File: config.mk
export PLATFORM = sky130hd
export DESIGN_NAME = wb_b3_mem_arbiter
export DESIGN_NICKNAME = d
export VERILOG_FILES = /design/src/rtl/wb_b3_mem_arbiter.sv
export SDC_FILE = /design/constraint.sdc
export NUM_CORES = 1
export LEC_CHECK = 0
export ABC_CLOCK_PERIOD_IN_PS = 1500
export CAP_MARGIN = 0
export CORE_AREA = 3 3 126 128
export CTS_CLUSTER_SIZE = 25
export DETAILED_ROUTE_END_ITERATION = 12
export DIE_AREA = 0 0 129 131
export GPL_TIMING_DRIVEN = 0
export PLACE_DENSITY = 0.55
export SYNTH_ARGS = -nofsm -noshare
export SYNTH_HDL_FRONTEND = slang
export SYNTH_SLANG_ARGS = --single-unit
File: constraint.sdc
create_clock -name clk -period 1.5 [get_ports clk]
set_input_delay 0.3 -clock clk [delete_from_list [all_inputs] [get_ports clk]]
set_output_delay 0.3 -clock clk [all_outputs]
set_load 0.005 [all_outputs]
File: src/rtl/wb_b3_mem_arbiter.sv
// Two-master Wishbone B3 arbiter in front of a single memory slave; grants whole cycles, round-robin on contention.
// Define WB_ARB_WATCHDOG_EN to add a stall watchdog that errors the owner and drains the bus.
module wb_b3_mem_arbiter #(
  parameter int AW             = 27,
  parameter int DW             = 32,
  parameter int TIMEOUT_CYCLES = 256
) (
  input  logic            clk,
  input  logic            rst,
  input  logic [AW-1:0]   m0_adr_i,
  input  logic [DW-1:0]   m0_dat_i,
  input  logic [DW/8-1:0] m0_sel_i,
  input  logic            m0_cyc_i,
  input  logic            m0_stb_i,
  input  logic            m0_we_i,
  input  logic            m0_cab_i,
  input  logic [2:0]      m0_cti_i,
  input  logic [1:0]      m0_bte_i,
  output logic            m0_ack_o,
  output logic            m0_err_o,
  output logic            m0_rty_o,
  output logic [DW-1:0]   m0_dat_o,
  input  logic [AW-1:0]   m1_adr_i,
  input  logic [DW-1:0]   m1_dat_i,
  input  logic [DW/8-1:0] m1_sel_i,
  input  logic            m1_cyc_i,
  input  logic            m1_stb_i,
  input  logic            m1_we_i,
  input  logic            m1_cab_i,
  input  logic [2:0]      m1_cti_i,
  input  logic [1:0]      m1_bte_i,
  output logic            m1_ack_o,
  output logic            m1_err_o,
  output logic            m1_rty_o,
  output logic [DW-1:0]   m1_dat_o,
  output logic [AW-1:0]   s_adr_o,
  output logic [DW-1:0]   s_dat_o,
  output logic [DW/8-1:0] s_sel_o,
  output logic            s_cyc_o,
  output logic            s_stb_o,
  output logic            s_we_o,
  output logic            s_cab_o,
  output logic [2:0]      s_cti_o,
  output logic [1:0]      s_bte_o,
  input  logic            s_ack_i,
  input  logic            s_err_i,
  input  logic            s_rty_i,
  input  logic [DW-1:0]   s_dat_i,
  output logic [1:0]      owner_o
);

  if (TIMEOUT_CYCLES < 2 || TIMEOUT_CYCLES > 65535) begin : g_bad_timeout
    $error("TIMEOUT_CYCLES must be within 2..65535");
  end

  // Encoding doubles as the owner_o debug value.
  typedef enum logic [1:0] {
    IDLE = 2'b00,
    OWN0 = 2'b01,
    OWN1 = 2'b10
`ifdef WB_ARB_WATCHDOG_EN
    , DRAIN = 2'b11
`endif
  } state_t;

  state_t state, state_nxt;
  logic   last_owner;
  logic   wd_fire;

`ifdef WB_ARB_WATCHDOG_EN
  logic [15:0] wd_cnt;

  always_ff @(posedge clk) begin
    if (rst)
      wd_cnt <= '0;
    else if (!s_stb_o || s_ack_i || s_err_i || s_rty_i)
      wd_cnt <= '0;
    else
      wd_cnt <= wd_cnt + 16'd1;
  end

  assign wd_fire = s_stb_o && (wd_cnt == 16'(TIMEOUT_CYCLES - 1));
`else
  assign wd_fire = 1'b0;
`endif

  always_ff @(posedge clk) begin
    if (rst) begin
      state      <= IDLE;
      last_owner <= 1'b1;
    end else begin
      state <= state_nxt;
      if (state == IDLE && state_nxt == OWN0)
        last_owner <= 1'b0;
      else if (state == IDLE && state_nxt == OWN1)
        last_owner <= 1'b1;
    end
  end

  always_comb begin
    state_nxt = state;
    case (state)
      IDLE: begin
        if (m0_cyc_i && (!m1_cyc_i || last_owner))
          state_nxt = OWN0;
        else if (m1_cyc_i)
          state_nxt = OWN1;
      end
      OWN0: begin
        if (!m0_cyc_i)
          state_nxt = IDLE;
`ifdef WB_ARB_WATCHDOG_EN
        else if (wd_fire)
          state_nxt = DRAIN;
`endif
      end
      OWN1: begin
        if (!m1_cyc_i)
          state_nxt = IDLE;
`ifdef WB_ARB_WATCHDOG_EN
        else if (wd_fire)
          state_nxt = DRAIN;
`endif
      end
`ifdef WB_ARB_WATCHDOG_EN
      // last_owner still names the master that timed out.
      DRAIN: begin
        if (!(last_owner ? m1_cyc_i : m0_cyc_i))
          state_nxt = IDLE;
      end
`endif
      default: state_nxt = IDLE;
    endcase
  end

  always_comb begin
    s_adr_o  = '0;
    s_dat_o  = '0;
    s_sel_o  = '0;
    s_cyc_o  = 1'b0;
    s_stb_o  = 1'b0;
    s_we_o   = 1'b0;
    s_cab_o  = 1'b0;
    s_cti_o  = '0;
    s_bte_o  = '0;
    m0_ack_o = 1'b0;
    m0_err_o = 1'b0;
    m0_rty_o = 1'b0;
    m1_ack_o = 1'b0;
    m1_err_o = 1'b0;
    m1_rty_o = 1'b0;
    if (state == OWN0) begin
      s_adr_o  = m0_adr_i;
      s_dat_o  = m0_dat_i;
      s_sel_o  = m0_sel_i;
      s_cyc_o  = m0_cyc_i;
      s_stb_o  = m0_stb_i;
      s_we_o   = m0_we_i;
      s_cab_o  = m0_cab_i;
      s_cti_o  = m0_cti_i;
      s_bte_o  = m0_bte_i;
      m0_ack_o = s_ack_i && !rst;
      m0_err_o = (s_err_i || wd_fire) && !rst;
      m0_rty_o = s_rty_i && !rst;
    end else if (state == OWN1) begin
      s_adr_o  = m1_adr_i;
      s_dat_o  = m1_dat_i;
      s_sel_o  = m1_sel_i;
      s_cyc_o  = m1_cyc_i;
      s_stb_o  = m1_stb_i;
      s_we_o   = m1_we_i;
      s_cab_o  = m1_cab_i;
      s_cti_o  = m1_cti_i;
      s_bte_o  = m1_bte_i;
      m1_ack_o = s_ack_i && !rst;
      m1_err_o = (s_err_i || wd_fire) && !rst;
      m1_rty_o = s_rty_i && !rst;
    end
  end

  assign m0_dat_o = s_dat_i;
  assign m1_dat_o = s_dat_i;
  assign owner_o  = state;

endmodule

# Word level (Yosys, flattened, before mapping)
# Cells that the tools add are included.
# totals
register_bits,3
out_inout_bits,144
wordCells,51
# op_classes
eq_ne,4
mux,34
reduce_logical,11
# op_table
op,n
$mux W32,2
$mux W27,2
$mux W1,19
$mux W2,6
$mux W4,2
$logic_and A1 B1 Y1,6
$mux W3,2
$pmux W2 S3,1
$eq A2 B1 Y1 const B,2
$eq A2 B2 Y1 const B,2
$logic_not A1 Y1,2
$logic_not A2 Y1,1
$reduce_bool A2 Y1,1
$logic_or A1 B1 Y1,1

# Longest topological paths before layout
# Gate-level depths: netlist (run 1).
# logic_depth
ltp_word,9
ltp_mapped,4
ltp_nobuf,2

# Worst setup path after synthesis (run 1)
# No wires, ideal clock.
# synth_path
kind,register to output
start,"reg state[0], in the netlist owner_o[0]"
end,out s_adr_o[0]
t_arrival_ps,1055
required_time_ps,1200
path_slack_ps,145
path_stages_with_launch,5
path_cell_list,dfxtp_1 -> nor2b_4 -> buf_6 -> buf_8 -> a22o_1
# synth_via
elab_chain_cells,3
elab_cells_between_ends,4
# synth_rtl
element,line,source
start: declaration,66,"state_t state, state_nxt;"
start signal: assignment,92,state <= state_nxt;
$eq A2 B2 Y1,165,end else if (state == OWN1) begin
$mux W27,165,
$mux W27 *,152,if (state == OWN0) begin
end: declaration,36,"output logic [AW-1:0] s_adr_o,"
# Mark *: on every way between the ends. The rest lies on a longest branch, timed or not.

# Final worst setup path (run 1)
# layout_path
start,"reg state[0], in the netlist owner_o[0]"
end,out s_dat_o[8]
# layout_via
elab_chain_cells,3
elab_cells_between_ends,4
# layout_rtl
element,line,source
$eq A2 B2 Y1,165,
$mux W32,165,
$mux W32 *,152,
end: declaration,37,"output logic [DW-1:0] s_dat_o,"
# Marked as above.

==> flow_summary.toml, run 1 <==
[cts]
clk_root_buffer_cell = "clkbuf_16"
h-tree-depth = 1
clkSinkCount = 3
clock_latency_ns = 0.22
cts_buffers = 3
clk_pin_slew_ns = 0.03
cts_tree = "yes"
clock_path_buffers = 2
hold_buffers = 0

[floorplanning]
die_w_um = 129
die_y_um = 131
initial_core_util_pct = 9.89
rows = 45
core_um2 = 15000
boundaryPins = 325
die-area_um2 = 16900

[pwr]
power_leakage_nw = 2.18
p_per_area_nw_per_um2 = 392
ir_drop_mv = 0.250
total_power_w = 0.00184

[timing]
whs_ns = 0.499
timing.final.ws_setup_ns = -0.236
fin_skew_ns = 0.000535
finalCriticalPeriod_ns = 1.74
slew_viol_final = 0
fmax_mhz = 576
final_hold_viol_count = 0
tightest_slew_ns = 0.287
setup_viol = 72
rsz0062_at_grt = "yes"
setup_tns_ns = -12.59
period_share_pct = 116
slew-limit-headroom_pct = 80.8

[worst_setup_path]
crit_path_start_kind = "flop"
crit_end = "s_dat_o[8]"
reg2reg_to = "last_owner$_SDFFE_PP1P_"
rr_startpoint = "owner_o[1]$_SDFF_PP0_"
startpoint = "owner_o[0]$_SDFF_PP0_"
critical_path_arrival_ns = 1.44
crit_type = "reg2out"
rrSetupSlack_ns = 0.21
r2r.worst_path.cells = 3
critPathMaxFanout = 10
cp-end-kind = "output pin"
cp.required_ns = 1.20

[global_route]
grt_max_degree = 11
grtUsageTotal_pct = 10.9
grt_pass1_wl_um = 14300
grt-ovfl-total = 0
antenna_found_initial = 1
first_global_vias = 2667

[synth]
synth-seq-cells = 3
yosysSeqAreaShare_pct = 4.05
netlist_instances = 176
ys.flop_type = "dfxtp_1"
synth_common_cells = "a22o_1, buf_4, buf_8"
synth_area_leaders = "a22o_1, buf_4, buf_8"
synth.avg_cell_area_um2 = 8.42
synth_top_area_share_pct = 42.6
syn-num-nets = 357
ys_warn_count = 0
synth.distinct_cells = 15
async_reset_ff_share_pct = 0
synth_top_cell_by_area = "a22o_1"
synth-edff-count = 0
netlist_area_um2 = 1480

[place]
dp_hpwl_um = 9380
place.gp.congestion = 0.682
placed_area_um2 = 4640
port_buffers = 292

[route]
wirelength_um = 10700
final_antenna_net_count = 0
via_per_inst = 3.76
drt-initial-drc-count = 37
drt_pre_antenna_iters = 4
dr_total_vias = 2561
wl_per_cell_um = 15.7
drc = 0

[finish]
layout-drive-gt1-share_pct = 38.5
antennaDiodeCount = 0
nets = 676
fin_util_pct = 31.3
fill_cells = 1612
final_area_um2 = 4690
area_growth_pct = 217

[outcome]
violations = "negative setup slack"
status = "complete, but fails checks"

[worst_hold_path]
hold_class = "reg2reg"

[run]
drv_cap = 0
-- worst min-delay path by stage --
stage,start,endpoint,cells after the start
5_1_grt,last_owner$_SDFFE_PP1P_,owner_o[1]$_SDFF_PP0_,1
3_5_place_dp,last_owner$_SDFFE_PP1P_,owner_o[1]$_SDFF_PP0_,1
2_1_floorplan,rst,owner_o[1]$_SDFF_PP0_,1
6_report,last_owner$_SDFFE_PP1P_,owner_o[1]$_SDFF_PP0_,1
3_3_place_gp,last_owner$_SDFFE_PP1P_,owner_o[1]$_SDFF_PP0_,1
4_1_cts,last_owner$_SDFFE_PP1P_,owner_o[1]$_SDFF_PP0_,1
-- repair_timing --
item,4_1_cts,5_1_grt
gates cloned,4,2
endpoints found under the setup margin,80,77
resized for setup,345,15
pin swaps,24,37
setup buffers,16,9
-- routing by layer --
| metal | GRT usage (%) | up-vias | wire length [µm] | part of all wire (%) |
|---|---|---|---|---|
| met4 | 1.30 | 2 | 29 | 0.27 |
| met3 | 3.33 | 4 | 1030 | 9.6 |
| met5 | 0 | - | 11 | 0.10 |
| met1 | 11.0 | 1159 | 3590 | 34 |
| li1 | - | 1241 | - | - |
| met2 | 22.3 | 155 | 6040 | 56 |
-- registers in the layout, indices dropped and copies added (netlist names) --
register and cells:
last_owner 1, owner_o 2
-- cell type report --
class / instances / area, µm² / area share, %
clock buffer: 4 / 78.8 / 1.68
buffer: 74 / 617 / 13.1
tap: 188 / 235 / 5.01
timing repair buffer: 320 / 2910 / 61.9
sequential: 3 / 67.6 / 1.44
inverter: 2 / 7.51 / 0.160
multi-input combinational: 91 / 782 / 16.7
-- placed cells by master, fill, tap and decap left out, types with 5 or more instances in the layout --
master / n
buf_6: 22
nor2_1: 6
buf_8: 5
clkbuf_2: 6
buf_2: 68
clkdlybuf4s50_1: 211
a22o_1: 72
clkbuf_16: 5
buf_4: 72
buf_12: 5
-- logic make-up (layout without fill, tap and decap cells) --
group	Yosys count	in the layout	share of synthesized area [%]
compound gates	75	75	44.5
buf+inv	82	400	44.8
flops	3	3	4.05
simple gates	16	16	6.59
-- critical path: stages (launching register included) --
cell and delay (ns):
dfxtp_4 0.34, nor2b_4 0.13, buf_12 0.13, buf_12 0.13, buf_8 0.13, a22o_1 0.22, buf_2 0.13
-- where the power goes --
group          leakage (nW)  internal [W]  total [W]  switching, W
logic                  2.12      0.000939    0.00133      0.000389
clock network        0.0382      0.000351   0.000421     0.0000709
registers            0.0262     0.0000856  0.0000928    0.00000721
-- per-stage QoR --
| stage | instances | setup slack, ns |
|---|---|---|
| floorplan | 176 | 0.145 |
| global placement | 656 | -0.572 |
| detailed placement | 656 | -0.593 |
| CTS | 677 | -0.240 |
| global route | 682 | -0.275 |
| finish | 682 | -0.236 |
Power figures use the tool's default switching activity.
==> run 2: changes to the inputs <==
CORE_AREA = 2 2 125 127   (was 3 3 126 128)
DIE_AREA = 0 0 127 129   (was 0 0 129 131)
==> run 2 against run 1 <==
Compared with the run above:
- the run still ends with negative setup slack left
- worst setup slack got worse by 0.11 ns
- register-to-register slack improved by 0.03 ns
- maximum frequency fell by 6.0%
- sequential share of layout area fell by 0.070 points
- utilization rose by 1.6 points
- final cell count rose by 2.1%
- clock skew rose by 0.00055 ns
- non-clock buffer count rose by 14
- global-route usage rose by 0.78 points
- via count rose by 2.7%
- clock power rose by 2%
- critical endpoint is now s_dat_o[12]
- highest routed layer is now met4
==> flow_summary.toml, run 2 (synthesized netlist as in run 1, its figures left out) <==
[route]
wl_per_cell_um = 15.7
drt-initial-drc-count = 57
wl_met3_um = 992
highest_layer = "met4"
wirelength_um = 11000
drt_pre_antenna_iters = 4
final_antenna_net_count = 0
dr_total_vias = 2631
drc = 0
drt-met1-wl_um = 3990
via_per_inst = 3.78
dr_wl_met2_um = 5970

[global_route]
antenna_found_initial = 0
grtUsageTotal_pct = 11.7
grt_pass1_wl_um = 15000
grt_max_degree = 11
first_global_vias = 2688
grt-ovfl-total = 0

[timing]
tightest_slew_ns = 0.350
period_share_pct = 123
rsz0062_at_grt = "yes"
whs_ns = 0.511
slew-limit-headroom_pct = 76.6
finalCriticalPeriod_ns = 1.85
fmax_mhz = 541
fin_skew_ns = 0.00109
slew_viol_final = 0
final_hold_viol_count = 0
timing.final.ws_setup_ns = -0.348
setup_viol = 76

[pwr]
p_int_w = 0.00143
swShare_pct = 25.5
p_per_area_nw_per_um2 = 390
p_comb_share_pct = 72.8
p_sw_w = 0.000490
ir_drop_mv = 0.297
seqPwrFrac_pct = 4.9
p_clk_share_pct = 22.4
total_power_w = 0.00192
power_leakage_nw = 2.29

[floorplanning]
die_y_um = 129
boundaryPins = 325
core_um2 = 15000
initial_core_util_pct = 9.89
die-area_um2 = 16400
die_w_um = 127
rows = 45

[worst_setup_path]
cp-end-kind = "output pin"
critPathMaxFanout = 5
reg2reg_to = "last_owner$_SDFFE_PP1P_"
crit_type = "reg2out"
rrSetupSlack_ns = 0.24
critical_path_arrival_ns = 1.55
r2r.worst_path.cells = 3
crit_path_start_kind = "flop"
rr_startpoint = "owner_o[0]$_SDFF_PP0_"
cp.required_ns = 1.20

[finish]
seqCellArea_um2 = 67.6
fill_cells = 1596
final_area_um2 = 4930
area_growth_pct = 233
largest_reg_flops = 2
final_cells = 696
layout-drive-gt1-share_pct = 40.4
antennaDiodeCount = 0
multi_input_area_um2 = 810
nets = 690
layout_commonest_cell = "clkdlybuf4s50_1"
final_cell_mix = "clkdlybuf4s50_1, buf_4, a22o_1"

[cts]
h-tree-depth = 1
cts_buffers = 3
clock_latency_ns = 0.22
hold_buffers = 0
clock_path_buffers = 2
clkSinkCount = 3
cts_tree = "yes"
clk_root_buffer_cell = "clkbuf_16"
clk_pin_slew_ns = 0.03

[place]
dp_slack_ns = -0.656
placed_cells = 656
placed_area_um2 = 4640
place.gp.congestion = 0.680
dp_hpwl_um = 8980
port_buffers = 292

[outcome]
violations = "negative setup slack"
status = "complete, but fails checks"

[worst_hold_path]
hold_depth = 2
hold_class = "in2reg"
hp-start = "rst"
whs_endpoint = "owner_o[1]$_SDFF_PP0_"

[run]
drv_cap = 0
-- run 2: cell types whose count changed in the layout (fill, tap and decap cells not counted), sizes merged --
cell,change
clkdlybuf4s15,+3
buf,-9
bufbuf,+1
clkbuf,+17
dlymetal6s2s,+1
clkdlybuf4s50,+1
-- run 2: cell type report --
type,count,share of cell area [%]
multi-input combinational,91,16.4
buffer,76,13.4
tap,188,4.77
sequential,3,1.37
timing repair buffer,332,62.3
clock buffer,4,1.60
inverter,2,0.152
-- run 2: per-stage QoR --
step / utilization [%] / setup TNS (ns)
floorplan: - / 0
global placement: 31.0 / -40.66
detailed placement: 31.0 / -40.95
CTS: 32.4 / -16.56
global route: 32.9 / -19.61
finish: 32.9 / -16.08
-- run 2: worst max path at each step --
stage          cells after the start  slack [ns]             startpoint           to
2_1_floorplan                      4        0.14  owner_o[0]$_SDFF_PP0_   s_adr_o[0]
3_3_place_gp                       5       -0.67  owner_o[1]$_SDFF_PP0_  s_dat_o[13]
3_5_place_dp                       5       -0.66  owner_o[1]$_SDFF_PP0_  s_dat_o[13]
4_1_cts                            7       -0.38  owner_o[0]$_SDFF_PP0_  s_adr_o[22]
5_1_grt                            7       -0.39  owner_o[0]$_SDFF_PP0_  s_dat_o[12]
6_report                           7       -0.35  owner_o[0]$_SDFF_PP0_  s_dat_o[12]
-- run 2: worst max-delay path, cell delays in order, from the launching register on --
cell     delay, ns
dfxtp_4       0.35
nor2b_4       0.13
buf_6         0.13
buf_8         0.13
buf_6         0.11
buf_6         0.10
a22o_4        0.24
buf_6         0.12
-- run 2: what timing repair did --
item / CTS / global route
pin swaps: 19 / 20
cloned: 3 / 2
endpoints found under the setup margin: 80 / 79
setup buffers: 18 / 18
resized for setup: 291 / 56
-- run 2: layer usage --
layer / vias up / GRT usage (%)
li1: 1267 / -
met1: 1198 / 12.8
met2: 164 / 23.5
met3: 2 / 3.20
met4: 0 / 0.388
met5: - / 0
-- run 2: power by group through the flow --
| stage | clock network [W] | registers [W] | logic (W) |
|---|---|---|---|
| 3_3_place_gp | 0 | 0.0000983 | 0.00135 |
| 3_5_place_dp | 0 | 0.0000987 | 0.00135 |
| 4_1_cts | 0.000434 | 0.0000930 | 0.00138 |
| 6_report | 0.000430 | 0.0000934 | 0.00140 |
| 2_1_floorplan | 0 | 0.0000964 | 0.000427 |
| 5_1_grt | 0.000454 | 0.0000942 | 0.00149 |
==> run 3: changes to the inputs <==
PLACE_DENSITY = unset   (was 0.55)
PLACE_DENSITY_LB_ADDON = 0.1   (was unset)
==> run 3 against run 2 <==
Compared with the run above:
- the flow still finishes with violations (negative setup slack)
- sequential share of layout area hardly changed
- first-iteration DRC count is 12% higher
- critical endpoint is now s_bte_o[1]
- utilization fell by 0.13 points
- power decreased by 0.99%
- non-clock buffer count decreased by 2
- clock power down 0.9%
- highest routed layer unchanged
==> flow_summary.toml, run 3 (synthesized netlist as in run 1, its figures left out) <==
[route]
drt-initial-drc-count = 64
wirelength_um = 10200
wl_per_cell_um = 14.7
final_antenna_net_count = 0
dr_total_vias = 2570
drt_pre_antenna_iters = 4
via_per_inst = 3.70
drc = 0

[timing]
setup_viol = 74
final_hold_viol_count = 0
tightest_slew_ns = 0.350
timing.final.ws_setup_ns = -0.318
slew_viol_final = 0
period_share_pct = 121
fmax_mhz = 550
rsz0062_at_grt = "yes"
slew-limit-headroom_pct = 76.6
fin_skew_ns = 0.00274
finalCriticalPeriod_ns = 1.82

[pwr]
power_leakage_nw = 2.28
total_power_w = 0.00190
ir_drop_mv = 0.351
p_per_area_nw_per_um2 = 388

[worst_setup_path]
crit_path_start_kind = "flop"
crit_type = "reg2out"
critPathMaxFanout = 8
critical_path_arrival_ns = 1.52
cp-end-kind = "output pin"
cp.required_ns = 1.20

[finish]
final_cell_mix = "clkdlybuf4s50_1, a22o_1, buf_4"
layout-drive-gt1-share_pct = 40.1
final_area_um2 = 4910
nets = 688
seqCellArea_um2 = 67.6
fin_util_pct = 32.8
largest_reg_flops = 2
area_growth_pct = 232
final_cells = 694
multi_input_area_um2 = 792
antennaDiodeCount = 0
layout_commonest_cell = "clkdlybuf4s50_1"
fill_cells = 1575

[place]
placed_area_um2 = 4640
port_buffers = 292
placed_cells = 656
dp_hpwl_um = 8030
place.gp.congestion = 0.771

[floorplanning]
die-area_um2 = 16400
core_um2 = 15000
die_w_um = 127
rows = 45
boundaryPins = 325
initial_core_util_pct = 9.89
die_y_um = 129

[outcome]
violations = "negative setup slack"
status = "complete, but fails checks"

[cts]
clock_latency_ns = 0.22
cts_buffers = 3
clock_path_buffers = 2
cts_tree = "yes"
clk_root_buffer_cell = "clkbuf_16"
clk_pin_slew_ns = 0.03
h-tree-depth = 1
clkSinkCount = 3
hold_buffers = 0

[worst_hold_path]
hold_class = "reg2reg"

[global_route]
grt_pass1_wl_um = 13100
grt-ovfl-total = 0
grt_max_degree = 11
antenna_found_initial = 0
grtUsageTotal_pct = 10.1
first_global_vias = 2348

[run]
drv_cap = 0
## run 3: through the flow
step,worst slack [ns],hold WS [ns],TNS [ns]
after global routing,-0.359,0.537,-20.08
after global placement,-0.562,0.487,-39.97
final,-0.318,0.503,-16.56
after floorplan,0.145,0.382,0
after detailed placement,-0.609,0.491,-42.36
after CTS,-0.392,0.499,-18.14
## run 3: final cells by class
| class | count | area share [%] |
|---|---|---|
| Buffer | 78 | 14.4 |
| Multi-Input combinational cell | 91 | 16.1 |
| Clock buffer | 4 | 1.60 |
| Timing Repair Buffer | 328 | 61.6 |
| Inverter | 2 | 0.153 |
| Sequential cell | 3 | 1.37 |
| Tap cell | 188 | 4.79 |
## run 3: metal layers
metal  vias up  global-route usage [%]  share of wire [%]
li1       1266                       -                  -
met1      1149                    11.0                 37
met2       151                    20.7                 55
met3         4                    1.79                7.7
met4         0                    1.36               0.64
met5         -                       0                  0
## run 3: where the power goes
| group | internal (W) | leakage [nW] | switching [W] | total (W) |
|---|---|---|---|---|
| Combinational | 0.000994 | 2.22 | 0.000392 | 0.00139 |
| Clock | 0.000351 | 0.0382 | 0.0000752 | 0.000426 |
| Sequential | 0.0000856 | 0.0262 | 0.00000708 | 0.0000926 |
| Total | 0.00143 | 2.28 | 0.000474 | 0.00190 |
## run 3: critical path: stages, from the launching register on
cell and delay, ns:
dfxtp_4 0.35, nor2b_4 0.13, buf_12 0.14, buf_8 0.12, buf_6 0.12, buf_6 0.11
a22o_1 0.20, buf_2 0.12
## run 3: repair_timing
action,CTS,global route
resized for setup,332,30
pin swaps,17,26
buffers inserted,29,4
gates cloned,2,5
setup endpoints to repair,80,78
## run 3: final timing paths
kind / start / to / slack [ns] / cells past startpoint
worst max-delay path: owner_o[0]$_SDFF_PP0_ / s_bte_o[1] / -0.32 / 7
worst max register to register: owner_o[1]$_SDFF_PP0_ / last_owner$_SDFFE_PP1P_ / 0.12 / 4
worst min-delay path: last_owner$_SDFFE_PP1P_ / owner_o[1]$_SDFF_PP0_ / 0.50 / 1
worst min register to register: last_owner$_SDFFE_PP1P_ / owner_o[1]$_SDFF_PP0_ / 0.50 / 1
